$ cat config.mk
export PLATFORM = sky130hd
export DESIGN_NAME = fwd_source_tracker
export DESIGN_NICKNAME = d
export VERILOG_FILES = /design/src/rtl/fwd_source_tracker.sv
export SDC_FILE = /design/constraint.sdc
export NUM_CORES = 1
export LEC_CHECK = 0
export BUFFER_PORTS_ARGS = -buffer_cell sky130_fd_sc_hd__buf_2
export CAP_MARGIN = 20
export CORE_MARGIN = 2
export CORE_UTILIZATION = 40
export DETAILED_ROUTE_END_ITERATION = 6
export GPL_TIMING_DRIVEN = 0
export MAX_ROUTING_LAYER = met4
export PLACE_DENSITY = 0.62
export SLEW_MARGIN = 25
export SYNTH_ARGS = -nofsm -noshare
export SYNTH_HDL_FRONTEND = slang
export SYNTH_SLANG_ARGS = --single-unit
$ cat constraint.sdc
create_clock -name clk_in -period 8.7 [get_ports clk_in]
set_input_delay 0.87 -clock clk_in [delete_from_list [all_inputs] [get_ports clk_in]]
set_output_delay 0.87 -clock clk_in [all_outputs]
set_load 0.01 [all_outputs]
$ cat src/rtl/fwd_source_tracker.sv
// fwd_source_tracker: EX/WB/RT in-flight write tracker answering rs1/rs2 forwarding lookups; ports: clk_in/rst_in, stall_in/flush_in, issue_* (IS instr), rs1_*/rs2_* (IS sources), ex_result_in, wb_load_valid_in/wb_load_data_in -> rsN_hit_out/rsN_data_out, hazard_out, issue_accept_out, wb_hold_out
module fwd_source_tracker #(
  parameter int XLEN       = 32,
  parameter int REG_ADDR_W = 5
) (
  input  logic                  clk_in,
  input  logic                  rst_in,
  input  logic                  stall_in,
  input  logic                  flush_in,
  input  logic                  issue_valid_in,
  input  logic [REG_ADDR_W-1:0] issue_rd_addr_in,
  input  logic                  issue_rd_we_in,
  input  logic                  issue_is_load_in,
  input  logic [REG_ADDR_W-1:0] rs1_addr_in,
  input  logic                  rs1_used_in,
  input  logic [REG_ADDR_W-1:0] rs2_addr_in,
  input  logic                  rs2_used_in,
  input  logic [XLEN-1:0]       ex_result_in,
  input  logic                  wb_load_valid_in,
  input  logic [XLEN-1:0]       wb_load_data_in,
  output logic                  rs1_hit_out,
  output logic [XLEN-1:0]       rs1_data_out,
  output logic                  rs2_hit_out,
  output logic [XLEN-1:0]       rs2_data_out,
  output logic                  hazard_out,
  output logic                  issue_accept_out,
  output logic                  wb_hold_out
);
  logic                  ex_v, ex_we, ex_ld;
  logic [REG_ADDR_W-1:0] ex_rd;
  logic                  wb_v, wb_we, wb_ld, wb_rdy;
  logic [REG_ADDR_W-1:0] wb_rd;
  logic [XLEN-1:0]       wb_data;
  logic                  rt_v, rt_we;
  logic [REG_ADDR_W-1:0] rt_rd;
  logic [XLEN-1:0]       rt_data;
  logic                  wb_blk, adv;
  assign wb_blk = wb_v && wb_ld && !wb_rdy && !wb_load_valid_in;
  assign adv    = !stall_in && !wb_blk;
  for (genvar i = 0; i < 2; i++) begin : g_src
    logic [REG_ADDR_W-1:0] rs;
    logic                  used, live, m_ex, m_wb, m_rt, hz, hit;
    logic [XLEN-1:0]       data;
    assign rs   = i ? rs2_addr_in : rs1_addr_in;
    assign used = i ? rs2_used_in : rs1_used_in;
    always_comb begin
      live = used && rs != '0;
      m_ex = live && ex_v && ex_we && ex_rd == rs;
      m_wb = live && wb_v && wb_we && wb_rd == rs;
      m_rt = live && rt_v && rt_we && rt_rd == rs;
      hz   = m_ex ? ex_ld : m_wb && wb_blk;
      hit  = (m_ex || m_wb || m_rt) && !hz;
      data = !hit ? '0 : m_ex ? ex_result_in : m_wb ? (wb_rdy ? wb_data : wb_load_data_in) : rt_data;
    end
  end
  assign rs1_hit_out      = g_src[0].hit;
  assign rs1_data_out     = g_src[0].data;
  assign rs2_hit_out      = g_src[1].hit;
  assign rs2_data_out     = g_src[1].data;
  assign hazard_out       = issue_valid_in && (g_src[0].hz || g_src[1].hz);
  assign issue_accept_out = adv && issue_valid_in && !hazard_out && !flush_in;
  assign wb_hold_out      = wb_blk;
  always_ff @(posedge clk_in) begin
    if (rst_in) begin
      ex_v    <= 1'b0;
      wb_v    <= 1'b0;
      wb_rdy  <= 1'b0;
      wb_data <= '0;
      rt_v    <= 1'b0;
      rt_data <= '0;
    end else if (adv) begin
      rt_v    <= wb_v;
      rt_rd   <= wb_rd;
      rt_we   <= wb_we;
      rt_data <= wb_rdy ? wb_data : wb_load_data_in;
      wb_v    <= ex_v;
      wb_rd   <= ex_rd;
      wb_we   <= ex_we;
      wb_ld   <= ex_ld;
      wb_rdy  <= !ex_ld;
      wb_data <= ex_result_in;
      ex_v    <= issue_accept_out;
      ex_rd   <= issue_rd_addr_in;
      ex_we   <= issue_rd_we_in;
      ex_ld   <= issue_is_load_in;
    end else begin
      rt_v <= 1'b0;
      if (wb_v && wb_ld && !wb_rdy && wb_load_valid_in) begin
        wb_rdy  <= 1'b1;
        wb_data <= wb_load_data_in;
      end
    end
  end
endmodule

Word-level counts from Yosys, hierarchy flattened. Cells that the tools add are included.

Bits in registers: 88. Logic and storage cells: 87.

Equal/unequal tests: 6. Multiplexer cells: 13. Bitwise operators: 2. Reductions and logical operators: 52.

Operators with widths (count): $mux W32 (9); $logic_and A1 B1 Y1 (33); $eq A5 B5 Y1 (6); $reduce_bool A5 Y1 (2); $logic_not A1 Y1 (9); $logic_or A1 B1 Y1 (5); $mux W1 (4); $not A1 Y1 (2); $reduce_and A2 Y1 (1); $reduce_bool A2 Y1 (1); $reduce_or A2 Y1 (1).

Depth between registers and ports, before layout. Gate-level depths: netlist of the first run.

Word-level depth: 12. Gate-level depth with buffers: 8. Gate-level depth less buffers: 5.

Worst setup path before layout of the first run. OpenSTA, ideal clock, no wires.

Kind: input port to output port. Start point: in rs2_addr_in[1]. End point: out rs2_data_out[10]. Data arrival time: 2.750 ns. Path slack: 5.080 ns. Stages on the path: 8. Buffers on the path: 3. Cells stage by stage: or4_1 o211a_1 buf_6 and2_1 buf_6 o311a_4 buf_6 a211oi_2.

Word-level cells in the longest chain between the ends: 10. Elaborated cells between the ends (all ways): 23. Those cells by class: eq/ne: 3; mux: 4; reduce/logical: 16.

RTL lines: start: declaration (line 16) `input logic [REG_ADDR_W-1:0] rs2_addr_in,`; $reduce_bool A5 Y1 (line 47) `live = used && rs != '0;`; $logic_and A1 B1 Y1 (line 47); $logic_and A1 B1 Y1 (3 in a row) (line 49) `m_wb = live && wb_v && wb_we && wb_rd == rs;`; $logic_and A1 B1 Y1 (line 51) `hz = m_ex ? ex_ld : m_wb && wb_blk;`; $mux W1 (line 51); $logic_not A1 Y1 (line 52) `hit = (m_ex || m_wb || m_rt) && !hz;`; $logic_and A1 B1 Y1 (line 52); $mux W32 * (line 53) `data = !hit ? '0 : m_ex ? ex_result_in : m_wb ? (wb_rdy ? wb_data : wb_load_data_in) : rt_data;`; end: declaration (line 24) `output logic [XLEN-1:0] rs2_data_out,`.

Mark *: on every way between the ends. The rest lies on a longest branch, timed or not.

Worst setup path in the final report of the first run.
Start point: in rs2_addr_in[0]. End point: out rs2_data_out[24].

Same word-level chain as after synthesis.

==> results.cfg, run 1 <==
[global_routing]
grt_start_max_net_pins = 16
grt_first_pass_wirelength_um = 34500
antenna_violations_before_repair = 0
grtUsageTotal_pct = 28.1
grt_pass1_vias = 6298
overflow = 0

[power_and_ir_drop]
power_density_nw_per_um2 = 144
switching_share_pct = 29.5
clock_power_share_pct = 39.0
power_frac_seq_pct = 44.3
vdd.ir_drop.worst_v = 0.0000965
p_int_uw = 737
p_sw_uw = 309
comb_power_share_pct = 16.7
power_leakage_uw = 0.00254

[cells_and_area]
layout-drive-gt1-share_pct = 23.1
insertedDiodeCount = 0
non_filler_cells_in_the_finished_layout = 1096
synthToLayoutAreaGrowth_pct = 22.2
num-fill-cells = 1498
layout.nets = 996

[logic_synthesis]
synth_cells = 740
ys_seq_elements = 88
synth_warnings = 0
synth-async-reset-ratio_pct = 0
number_of_flops_mapped_to_enable_cells_by_yosys = 20
synth_cell_types = 37
ys_seq_area_share_pct = 32.9
dominantRegCellSynth = dfxtp_1
avgSynthCellArea_um2 = 8.06
syn-cell-area_um2 = 5960
syn-num-nets = 829

[worst_setup_path]
crit_top_cell = buf_2
worst_ep_required_time_ns = 7.83
worst_path_dominant_cell_family = buffers and inverters
criticalPathCategory = primary input to primary output
largest_stage_delay_worst_path_ns = 0.77
start_kind = primary input
cp_num_buf_inv = 4
timing.critical_path.fanout_max = 10
number_of_logic_stages_on_the_critical_path_including_buffering = 9
critical_path.slowest_cell = nor3_1
reg2reg_depth = 8
crit_chain = buf_2 -> xnor2_1 -> nand4_1 -> nor3_1 -> and2_0 -> clkbuf_1 -> buf_1 -> a211oi_2 -> buf_2
worstSetupEndpointType = primary output
timing.critical_path.arrival_ns = 3.60

[route]
route.detailed.drc = 0
viasPerCell = 5.98
wl_per_cell_um = 19.9
vias = 6555
route.final.wire_length_um = 21800
drt-pass1-iter-count = 5
detail-route-antenna-nets = 0
drt_first_iter_violations = 705

[timing]
period_needed_ns = 4.47
rsz0062_at_grt = false
slew_headroom_pct = 29.5
hold_violations = 0
tightestPinTransition_ns = 1.05
timing.clock.skew_ns = 0.00506
timing.final.crit_share_pct = 51.4
setup_viol = 0
timing.setup.tns_ns = 0
clock.fmax_mhz = 224
max_slew_violations = 0

[clocking]
cts_buffers = 9
tritoncts_clock_tree = yes
cts-resized-gates = 0
ctsHoldBuffers = 0
maximum_number_of_buffers_from_clock_root_to_sink = 2
insertion_delay_ns = 0.36
clkSlewWorstSetupHoldPaths_ns = 0.07
clock_sinks = 88
clk_tree_root_cell = clkbuf_16
h-tree-depth = 3
cts_setup_buffers = 0

[die]
core_area_um2 = 14500
fp-row-count = 44
floorplan.initialDensity_pct = 41.0
floorplan.die.height_um = 126
die_w_um = 126
i_o_pins = 158
floorplan.die_area_um2 = 15900

[placement]
hpwl_um = 15600
dpl.cell_count = 1080
portbufs = 155
gp_congestion = 0.902

[worst_hold_path]
hold_path_class = flip-flop to flip-flop
hold_depth = 2

[flow_run]
drv.max_cap_violation_count = 0

[status]
status = completed
-- flip-flops by register name, indices dropped and copies added, names as in the netlist --
register	cells
wb_rdy	1
rt_v	1
rt_we	1
ex_v	1
wb_ld	1
wb_data	32
wb_rd	5
ex_ld	1
wb_v	1
wb_we	1
rt_data	32
ex_rd	5
ex_we	1
rt_rd	5
-- path summary, 6_finish.rpt --
kind | from | endpoint | slack (ns)
setup / recovery | rs2_addr_in[0] | rs2_data_out[24] | 4.23
hold / removal | ex_v | wb_v | 0.49
setup reg to reg | wb_rdy | ex_rd[1] | 5.66
hold reg to reg | ex_v | wb_v | 0.49
-- kinds of logic after synthesis --
| family | count (synthesis) | synth area share, % |
|---|---|---|
| AOI/OAI and AO/OA | 206 | 29.2 |
| buffers and inverters | 87 | 6.15 |
| DFF | 88 | 32.9 |
| muxes | 32 | 5.37 |
| xor gates and xnor gates | 30 | 4.41 |
| and+or+nand+nor | 297 | 22.0 |
-- worst reg2reg max path: stages, from the launching register on --
cell and delay [ns]:
dfxtp_1 0.30, clkbuf_1 0.20, nand3b_1 0.23, nor2_1 0.44, or2_2 0.20, clkbuf_1 0.52, buf_1 0.49, nor2_2 0.21
buf_6 0.22
-- power groups by stage --
stage               combinational, uW  sequential [uW]  clock, uW
CTS                               173              463        406
floorplan                         107              467          0
detailed placement                172              472          0
global route                      192              466        423
finish                            175              463        408
global placement                  171              471          0
-- synthesized netlist by cell type, types with 2 or more instances --
cell | number | area (um^2)
buf_6 | 5 | 56.3
nand4_1 | 37 | 231
and2_1 | 2 | 12.5
nor4_1 | 2 | 12.5
nand2b_1 | 2 | 12.5
nand2_1 | 132 | 495
clkbuf_1 | 70 | 263
or4_1 | 2 | 15.0
a211oi_2 | 29 | 363
or3_1 | 2 | 12.5
a311oi_1 | 32 | 280
nor2_1 | 69 | 259
buf_1 | 10 | 37.5
nand3_1 | 37 | 185
buf_2 | 2 | 10.0
a21oi_1 | 2 | 10.0
mux2i_1 | 32 | 320
nand3b_1 | 3 | 22.5
o21ai_1 | 2 | 10.0
dfxtp_1 | 68 | 1360
nor3_1 | 5 | 25.0
xor2_1 | 7 | 61.3
edfxtp_1 | 20 | 601
a22oi_1 | 33 | 248
o211ai_1 | 65 | 488
a211oi_1 | 37 | 278
xnor2_1 | 23 | 201
-- metal layers --
layer | vias up | track usage [%] | share of wire (%) | routed length [um]
met5 | - | - | 0 | 0
met4 | 0 | 8.73 | 1.8 | 395
met3 | 29 | 5.06 | 9.0 | 1960
met2 | 322 | 42.3 | 46 | 9930
met1 | 3082 | 38.4 | 44 | 9500
li1 | 3122 | - | - | -
-- cells in the final DEF (no fill, tap or decap), types with 29 or more instances in the layout --
cell type and instances:
a22oi_1 33, mux2i_1 32, buf_2 157, nor2_1 68
nand3_1 37, a211oi_1 37, a211oi_2 29, nand4_1 37
o211ai_1 65, clkbuf_1 71, nand2_1 132, dfxtp_1 68
a311oi_1 32
-- cell type report --
cell class	count	area [um^2]	share of cell area, %
buffer	87	367	5.03
clock buffer	10	229	3.14
clock inverter	6	67.6	0.927
multi-input combinational	565	3640	50.0
sequential	88	1960	26.9
tap	184	230	3.16
timing repair buffer	156	787	10.8
-- stage by stage --
step | setup slack [ns] | util, % | area [um^2] | hold WS [ns] | power [uW]
floorplan | 5.08 | - | 5960 | 0.452 | 575
global placement | 4.14 | 48.0 | 6970 | 0.467 | 642
detailed placement | 4.37 | 48.1 | 6990 | 0.480 | 643
CTS | 4.36 | 50.1 | 7290 | 0.495 | 1040
global route | 4.06 | 50.1 | 7290 | 0.511 | 1080
finish | 4.23 | 50.1 | 7290 | 0.492 | 1050
(Power assumes the default switching activity.)
==> inputs of run 2 (changes only) <==
==> constraint.sdc (replaced) <==
create_clock -name clk_in -period 4.57 [get_ports clk_in]
set_input_delay 0.457 -clock clk_in [delete_from_list [all_inputs] [get_ports clk_in]]
set_output_delay 0.457 -clock clk_in [all_outputs]
set_load 0.01 [all_outputs]
==> run 2 against run 1 <==
Clock power up 89%. Sequential power up 90%. Clock skew about the same. Final cell count unchanged. Combinational power up 90%. Register-to-register slack worse by 4.1 ns. Die area unchanged. Critical path type is now flip-flop to primary output.
==> results.cfg, run 2 (synthesis gave the netlist of run 1 again) <==
[worst_setup_path]
largest_stage_delay_worst_path_ns = 0.73
criticalPathCategory = flip-flop to primary output
critical_path.slowest_cell = nor3_1
timing.critical_path.fanout_max = 10
worst_r2r_startpoint = wb_rdy
worst_ep_required_time_ns = 4.11
start_kind = flip-flop
crit_chain = xnor2_1 -> nand4_1 -> nor3_1 -> and2_0 -> clkbuf_1 -> buf_1 -> a211oi_2 -> buf_2
reg2reg_depth = 8
timing.critical_path.arrival_ns = 3.35
rr_endpoint = ex_rd[1]
reg2reg_setup_slack_ns = 1.56
worstSetupEndpointType = primary output

[clocking]
cts_buffers = 9
h-tree-depth = 3
tritoncts_clock_tree = yes
maximum_number_of_buffers_from_clock_root_to_sink = 2
clock_sinks = 88
insertion_delay_ns = 0.36
cts_setup_buffers = 0
cts-resized-gates = 0
ctsHoldBuffers = 0
clkSlewWorstSetupHoldPaths_ns = 0.07
clk_tree_root_cell = clkbuf_16

[power_and_ir_drop]
vdd.ir_drop.worst_v = 0.000181
clock_power_share_pct = 38.9
p_sw_uw = 583
power_leakage_uw = 0.00254
switching_share_pct = 29.4
comb_power_share_pct = 16.7
power_density_nw_per_um2 = 273
power_frac_seq_pct = 44.4
p_int_uw = 1400

[placement]
hpwl_um = 15600
dpl.cell_count = 1080
portbufs = 155
gp_congestion = 0.902

[timing]
hold_violations = 0
timing.final.crit_share_pct = 83.2
tightestPinTransition_ns = 0.998
setup_viol = 0
period_needed_ns = 3.80
slew_headroom_pct = 32.9
timing.clock.skew_ns = 0.00552
clock.fmax_mhz = 263
timing.setup.tns_ns = 0
max_slew_violations = 0
rsz0062_at_grt = false

[route]
route.final.wire_length_um = 21700
viasPerCell = 5.95
wl_per_cell_um = 19.8
vias = 6516
detail-route-antenna-nets = 0
drt-pass1-iter-count = 5
route.detailed.drc = 0
drt_first_iter_violations = 682

[flow_run]
drv.max_cap_violation_count = 0

[die]
floorplan.initialDensity_pct = 41.0
fp-row-count = 44
die_w_um = 126
i_o_pins = 158
core_area_um2 = 14500
floorplan.die_area_um2 = 15900
floorplan.die.height_um = 126

[global_routing]
antenna_violations_before_repair = 0
grtUsageTotal_pct = 28.1
overflow = 0
grt_pass1_vias = 6289
grt_start_max_net_pins = 16
grt_first_pass_wirelength_um = 34500

[worst_hold_path]
hold_path_end = ex_we
hp-start = issue_rd_we_in
hold_depth = 1
hold_path_class = primary input to flip-flop

[cells_and_area]
non_filler_cells_in_the_finished_layout = 1096
layout-drive-gt1-share_pct = 23.1
layout.nets = 996
mostFrequentLayoutCells = buf_2 (157), nand2_1 (132), clkbuf_1 (71), nor2_1 (68), dfxtp_1 (68)
final_util_pct = 50.1
insertedDiodeCount = 0
reg.largest.list = rt_data: 32 flops, wb_data: 32 flops
synthToLayoutAreaGrowth_pct = 22.2
final_common_cell = buf_2

[status]
status = completed
-- run 2: cell counts in the layout (fill, tap and decap cells not counted) --
Identical to the previous run, type by type.
-- run 2: power groups by stage --
stage                     combinational, uW  clock [uW]  sequential [uW]
after floorplan                         204           0              890
after global placement                  325           0              897
after detailed placement                327           0              898
after CTS                               329         773              881
after global routing                    366         806              888
final                                   332         773              882
-- run 2: final cells by class --
class | count | area (um^2)
Multi-Input combinational cell | 565 | 3640
Timing Repair Buffer | 156 | 787
Clock buffer | 10 | 229
Clock inverter | 6 | 67.6
Fill cell | 1498 | 7250
Sequential cell | 88 | 1960
Tap cell | 184 | 230
Buffer | 87 | 367
-- run 2: critical path: cells and delay by family (launching register included) --
kind	cells	cell delay, ns
AO/OA/AOI/OAI	1	0.12
buffers and inverters	3	1.11
flip-flops	1	0.44
AND/OR/NAND/NOR	3	1.12
XOR/XNOR	1	0.19
-- run 2: worst max path at each step --
stage                         startpoint          endpoint  slack, ns  depth (start not counted)
after floorplan           rs2_addr_in[1]  rs2_data_out[10]       1.78                          8
after CTS                       ex_rd[0]  rs2_data_out[19]       0.85                          8
final                           ex_rd[0]  rs2_data_out[24]       0.77                          8
after global routing            ex_rd[0]       rs2_hit_out       0.54                          8
after global placement    rs2_addr_in[3]  rs2_data_out[18]       0.83                          9
after detailed placement  rs2_addr_in[0]  rs2_data_out[21]       1.06                          9
-- run 2: per-layer routing --
metal / up-vias / routed length [um] / share of wire [%] / GRT usage, %
li1: 3116 / - / - / -
met1: 3086 / 9670 / 45 / 38.2
met2: 288 / 9920 / 46 / 42.4
met3: 26 / 1730 / 8.0 / 5.23
met4: 0 / 366 / 1.7 / 8.79
met5: - / 0 / 0 / -
-- run 2: per-stage QoR --
stage / worst slack [ns] / hold WS [ns] / power, uW / area, um^2
6_report: 0.767 / 0.270 / 1990 / 7290
5_1_grt: 0.537 / 0.272 / 2060 / 7290
4_1_cts: 0.847 / 0.267 / 1980 / 7290
3_5_place_dp: 1.06 / 0.480 / 1220 / 6990
3_3_place_gp: 0.831 / 0.467 / 1220 / 6970
2_1_floorplan: 1.78 / 0.452 / 1090 / 5960
